--- src/rtl/scale_mux_pkg.sv ---
// Shared types for the scale_mux datapath and its round-robin arbiter.
package scale_mux_pkg;

  localparam int SCALE_MUX_W = 8;

  typedef enum logic {SRC_A = 1'b0, SRC_B = 1'b1} src_e;

  typedef enum logic {SLOT_EMPTY, SLOT_FULL} slot_e;

endpackage

--- src/rtl/scale_mux_arb_if.sv ---
// Two-source valid/ready bundle plus the registered output slot.
interface scale_mux_arb_if #(
  parameter int WIDTH = 8
);

  logic             in_a_valid;
  logic [WIDTH-1:0] in_a;
  logic             in_a_ready;
  logic             in_b_valid;
  logic [WIDTH-1:0] in_b;
  logic             in_b_ready;
  logic             out_valid;
  logic [WIDTH-1:0] out_data;
  logic             out_src;
  logic             out_ready;

  modport master (
    output in_a_valid, in_a,
    output in_b_valid, in_b,
    output out_ready,
    input  in_a_ready, in_b_ready,
    input  out_valid, out_data, out_src
  );

  modport slave (
    input  in_a_valid, in_a,
    input  in_b_valid, in_b,
    input  out_ready,
    output in_a_ready, in_b_ready,
    output out_valid, out_data, out_src
  );

endinterface

--- src/rtl/scale_mux.sv ---
// Two-input word select used as the shared datapath.
module scale_mux
  import scale_mux_pkg::*;
#(
  parameter int W = SCALE_MUX_W
) (
  input  logic [W-1:0] in_a,
  input  logic [W-1:0] in_b,
  input  logic         sel_b,
  output logic [W-1:0] out
);

  assign out = sel_b ? in_b : in_a;

endmodule

--- src/rtl/scale_mux_arb.sv ---
// Round-robin arbiter feeding one scale_mux into a single output slot.
// Define SCALE_MUX_ARB_STATS_EN for saturating accept counters.
module scale_mux_arb
  import scale_mux_pkg::*;
#(
  parameter int WIDTH = 8,
  parameter int CNT_W = 16
) (
  input  logic            clk,
  input  logic            rst,
`ifdef SCALE_MUX_ARB_STATS_EN
  output logic [CNT_W-1:0] cnt_a,
  output logic [CNT_W-1:0] cnt_b,
`endif
  scale_mux_arb_if.slave  bus
);

  if (WIDTH != SCALE_MUX_W) begin : g_bad_width
    $error("scale_mux_arb: WIDTH must be 8");
  end

  slot_e            state_q;
  slot_e            state_d;
  src_e             last_q;
  src_e             src_q;
  logic [WIDTH-1:0] data_q;
  logic [WIDTH-1:0] mux_out;
  logic             slot_free;
  logic             gnt_a;
  logic             gnt_b;
  logic             acc_a;
  logic             acc_b;
  logic             accept;

  assign slot_free = (state_q == SLOT_EMPTY) || bus.out_ready;

  assign gnt_a = bus.in_a_valid
              && (!bus.in_b_valid || last_q == SRC_B);
  assign gnt_b = bus.in_b_valid
              && (!bus.in_a_valid || last_q == SRC_A);

  // Readies are forced low while reset is asserted.
  assign acc_a  = !rst && slot_free && gnt_a;
  assign acc_b  = !rst && slot_free && gnt_b;
  assign accept = acc_a || acc_b;

  assign bus.in_a_ready = acc_a;
  assign bus.in_b_ready = acc_b;
  assign bus.out_valid  = (state_q == SLOT_FULL);
  assign bus.out_data   = data_q;
  assign bus.out_src    = src_q;

  scale_mux #(
    .W (WIDTH)
  ) u_mux (
    .in_a  (bus.in_a),
    .in_b  (bus.in_b),
    .sel_b (gnt_b),
    .out   (mux_out)
  );

  always_comb begin
    state_d = state_q;
    unique case (state_q)
      SLOT_EMPTY: if (accept) state_d = SLOT_FULL;
      SLOT_FULL:
        if (bus.out_ready && !accept)
          state_d = SLOT_EMPTY;
      default: state_d = SLOT_EMPTY;
    endcase
  end

  always_ff @(posedge clk) begin
    if (rst) begin
      state_q <= SLOT_EMPTY;
      data_q  <= '0;
      src_q   <= SRC_A;
      last_q  <= SRC_B;
    end else begin
      state_q <= state_d;
      if (accept) begin
        data_q <= mux_out;
        src_q  <= gnt_b ? SRC_B : SRC_A;
        last_q <= gnt_b ? SRC_B : SRC_A;
      end
    end
  end

`ifdef SCALE_MUX_ARB_STATS_EN
  always_ff @(posedge clk) begin
    if (rst) begin
      cnt_a <= '0;
      cnt_b <= '0;
    end else begin
      if (acc_a && cnt_a != '1)
        cnt_a <= cnt_a + CNT_W'(1);
      if (acc_b && cnt_b != '1)
        cnt_b <= cnt_b + CNT_W'(1);
    end
  end
`endif

endmodule

--- src/flat_wrapper.sv ---
// flat-port wrapper written by rule: the top's interface ports become plain ports
module scale_mux_arb_flat import scale_mux_pkg::*;
#(
  parameter int WIDTH = 8,
  parameter int CNT_W = 16
)
  (clk, rst, bus_in_a_valid, bus_in_a, bus_in_b_valid, bus_in_b, bus_out_ready, bus_in_a_ready, bus_in_b_ready, bus_out_valid, bus_out_data, bus_out_src);
  scale_mux_arb_if #(.WIDTH(WIDTH)) bus_i ();
  input  logic clk;
  input  logic rst;
  input wire logic [$bits(bus_i.in_a_valid)-1:0] bus_in_a_valid;
  input wire logic [$bits(bus_i.in_a)-1:0] bus_in_a;
  input wire logic [$bits(bus_i.in_b_valid)-1:0] bus_in_b_valid;
  input wire logic [$bits(bus_i.in_b)-1:0] bus_in_b;
  input wire logic [$bits(bus_i.out_ready)-1:0] bus_out_ready;
  output wire logic [$bits(bus_i.in_a_ready)-1:0] bus_in_a_ready;
  output wire logic [$bits(bus_i.in_b_ready)-1:0] bus_in_b_ready;
  output wire logic [$bits(bus_i.out_valid)-1:0] bus_out_valid;
  output wire logic [$bits(bus_i.out_data)-1:0] bus_out_data;
  output wire logic [$bits(bus_i.out_src)-1:0] bus_out_src;
  assign bus_i.in_a_valid = bus_in_a_valid;
  assign bus_i.in_a = bus_in_a;
  assign bus_i.in_b_valid = bus_in_b_valid;
  assign bus_i.in_b = bus_in_b;
  assign bus_i.out_ready = bus_out_ready;
  assign bus_in_a_ready = bus_i.in_a_ready;
  assign bus_in_b_ready = bus_i.in_b_ready;
  assign bus_out_valid = bus_i.out_valid;
  assign bus_out_data = bus_i.out_data;
  assign bus_out_src = bus_i.out_src;
  scale_mux_arb #(.WIDTH(WIDTH), .CNT_W(CNT_W)) u_core (.clk(clk), .rst(rst), .bus(bus_i));
endmodule
--- config.mk ---
export PLATFORM = sky130hd
export DESIGN_NAME = scale_mux_arb_flat
export DESIGN_NICKNAME = d
export VERILOG_FILES = /design/src/rtl/scale_mux_pkg.sv /design/src/rtl/scale_mux_arb_if.sv /design/src/rtl/scale_mux.sv /design/src/rtl/scale_mux_arb.sv /design/src/flat_wrapper.sv
export SDC_FILE = /design/constraint.sdc
export NUM_CORES = 1
export LEC_CHECK = 0
export BUFFER_PORTS_ARGS = -buffer_cell sky130_fd_sc_hd__buf_2
export CAP_MARGIN = 10
export CORE_UTILIZATION = 44
export DETAILED_ROUTE_END_ITERATION = 8
export PLACE_DENSITY = 0.8
export SLEW_MARGIN = 20
export SYNTH_ARGS = -nofsm -noshare
export SYNTH_HDL_FRONTEND = slang
export SYNTH_SLANG_ARGS = --single-unit
export TNS_END_PERCENT = 100
--- constraint.sdc ---
create_clock -name clk -period 2.3 [get_ports clk]
set_input_delay 0.345 -clock clk [delete_from_list [all_inputs] [get_ports clk]]
set_output_delay 0.345 -clock clk [all_outputs]
set_load 0.02 [all_outputs]
==> flow_metrics.py <==
metrics = {
    "critical_path": {
        "crit_type": "reg2out",
        "crit_family": "simple AND/OR/NAND/NOR gates",
        "crit_required_ns": 1.96,
        "crit_path_cell_trace": "nand2b_1, nand3_1, nor2_1, buf_2",
        "r2r_slack_ns": 1.15,
        "cp.depth": 4,
        "r2r_cells": 3,
        "cp_slowest_cell": "dfxtp_1",
        "r2r_start": "u_core.bus.out_valid",
        "cp.arrival_ns": 1.36,
        "crit_buf_inv": 1,
        "r2r-end": "u_core.bus.out_data[6]",
        "crit_start": "u_core.last_q",
        "endpoint": "bus_in_a_ready",
        "crit_path_max_incr_delay_ns": 0.38,
        "path_max_fanout": 9,
        "startpoint_type": "flop",
        "end_kind": "output port",
    },
    "floorplan": {
        "die_x_um": 38.33,
        "fp.dieArea_um2": 1469,
        "rows": 12,
        "initial_core_util_pct": 49.57,
        "core_um2": 1171,
        "ios": 33,
        "die_y_um": 38.33,
    },
    "clock_tree": {
        "clk_latency_ns": 0.26,
        "post_cts_buffers": 0,
        "cts.clk_slew.worst_paths_ns": 0.07,
        "postCtsHoldBufs": 0,
        "cts_sinks": 11,
        "cts_tree": "yes",
        "clockBufferDepth": 2,
        "cts-buffers-inserted": 3,
        "cts-root-buf": "clkbuf_4",
        "cts_max_level": 1,
        "cts-resized-gates": 0,
    },
    "finish": {
        "fin_nets": 109,
        "drive_above_1_share_pct": 44.83,
        "area_delta_synth_final_pct": 29.31,
        "diodes": 0,
        "fin_area_um2": 750.7,
        "post-route-util_pct": 64.10,
    },
    "flow_run": {
        "drv_cap": 0,
    },
    "sta": {
        "skew_ns": 0.0005894,
        "post-route-min-period_ns": 1.710,
        "worstMarginPinSlew_ns": 0.3057,
        "rsz0062_at_grt": "false",
        "fin_crit_sh_pct": 74.35,
        "fin_tns_setup_ns": 0,
        "fmax_mhz": 584.8,
        "hold_viol_final": 0,
        "setup_viol": 0,
        "slew_violations": 0,
        "holdWs_ns": 0.2929,
        "slew_headroom_pct": 79.62,
    },
    "global_routing": {
        "grt_max_degree": 24,
        "grt_overflow_total": 0,
        "grt_use_total_pct": 20.92,
        "grt_pass1_wl_um": 2063,
        "antenna_found_initial": 0,
        "grt_pass1_vias": 492,
    },
    "power": {
        "switching_share_pct": 29.99,
        "p_leak_nw": 0.3368,
        "p_comb_share_pct": 25.2,
        "power_switching_w": 0.0001399,
        "p_clk_share_pct": 28.1,
        "seq_power_share_pct": 46.7,
        "p_per_area_nw_per_um2": 621.1,
        "vdd_drop_max_mv": 0.4100,
        "p_int_w": 0.0003264,
    },
    "routing": {
        "drc": 0,
        "drt_pre_antenna_iters": 4,
        "drt-total-wl_um": 1376,
        "drt_iter0_drc": 27,
        "postRouteAntennaNets": 0,
        "wire_per_inst_um": 13.62,
        "via_count": 593,
        "vias_per_cell": 5.871,
    },
    "yosys": {
        "syn_inst": 56,
        "avgSynthCellArea_um2": 10.37,
        "ys_seq_area_share_pct": 37.93,
        "synthesis.nets": 77,
        "synth_warnings": 0,
        "synthDistinctLibCells": 17,
        "netlist_area_um2": 580.6,
        "ys_seq_elements": 11,
    },
    "placement": {
        "io_buffers": 32,
        "gp_congestion": 0.7196,
        "hpwlAfterDp_um": 989.1,
        "dpl_cell_area_um2": 724.4,
    },
    "status": {
        "status": "finished, final reports clean",
    },
    "hold_path": {
        "min_path_type": "in2reg",
    },
}
## worst register-to-register path: stages (launching register included)
cell and delay, ns:
dfxtp_1 0.37, nand2b_4 0.16, o21a_1 0.25, o2111a_1 0.27
## final cells by class
cell class,instances,area (um2)
Timing Repair Buffer,32,160.2
Multi-Input combinational cell,39,322.8
Clock buffer,4,26.28
Sequential cell,11,220.2
Tap cell,14,17.52
Inverter,1,3.754
Fill cell,98,420.4
## placed cells by master, fill, tap and decap left out, drive strengths merged
cell type	n
nand4b	16
nand2	1
buf	32
clkbuf	4
inv	1
dfxtp	11
nand2b	2
nor2	3
a21bo	1
o2111a	8
o21a	1
and3	1
o21ai	1
a21oi	3
nand3	2
## worst min path at each step
stage | from | to | slack (ns) | depth (start not counted)
after floorplan | rst | u_core.bus.out_src | 0.41 | 1
after global placement | u_core.bus.out_data[7] | u_core.bus.out_data[7] | 0.51 | 1
after detailed placement | u_core.bus.out_data[7] | u_core.bus.out_data[7] | 0.52 | 1
after CTS | rst | u_core.bus.out_valid | 0.28 | 2
after global routing | rst | u_core.bus.out_valid | 0.29 | 2
final | rst | u_core.bus.out_valid | 0.29 | 2
## synth_stat cells
cell type | n | share of area, %
nand4b_1 | 16 | 24
dfxtp_1 | 11 | 38
o2111a_1 | 8 | 16
a21oi_1 | 3 | 2.6
buf_2 | 3 | 2.6
nor2_1 | 3 | 1.9
nand3_1 | 2 | 1.7
a21bo_2 | 1 | 1.7
and3_2 | 1 | 1.3
buf_4 | 1 | 1.3
buf_6 | 1 | 1.9
inv_1 | 1 | 0.65
nand2_2 | 1 | 1.1
nand2b_1 | 1 | 1.1
nand2b_4 | 1 | 2.4
o21a_1 | 1 | 1.3
o21ai_1 | 1 | 0.86
## power groups by stage
stage / Sequential (W) / Clock (W) / Combinational, W
final: 0.000218 / 0.000131 / 0.000118
after global routing: 0.000220 / 0.000146 / 0.000128
after CTS: 0.000218 / 0.000134 / 0.000118
after detailed placement: 0.000222 / 0 / 0.000117
after global placement: 0.000221 / 0 / 0.000116
after floorplan: 0.000242 / 0 / 0.0000580
## registers in the layout, indices dropped and copies added (netlist names)
name / flops
u_core.last_q: 1
u_core.bus.out_src: 1
u_core.bus.out_data: 8
u_core.bus.out_valid: 1
## metrics by stage
stage	total power [W]	setup WS (ns)	std cells
global placement	0.0003370	0.8159	97
detailed placement	0.0003393	0.7893	97
floorplan	0.0002998	0.8965	56
CTS	0.0004699	0.5824	101
finish	0.0004663	0.5900	101
global route	0.0004931	0.5003	101
## logic make-up after synthesis
logic type / after synthesis / synth area share (%)
compound gates: 14 / 21.98
buf+inv: 6 / 6.464
flops: 11 / 37.93
simple gates: 25 / 33.62
## per-layer routing
metal | wire length [um] | track usage [%] | vias to the layer above
li1 | - | - | 290
met1 | 613 | 24.11 | 281
met2 | 665 | 33.47 | 20
met3 | 87 | 5.814 | 2
met4 | 10 | 13.39 | 0
met5 | 0 | 0 | -
No activity file was read; power rests on OpenSTA's default activity.
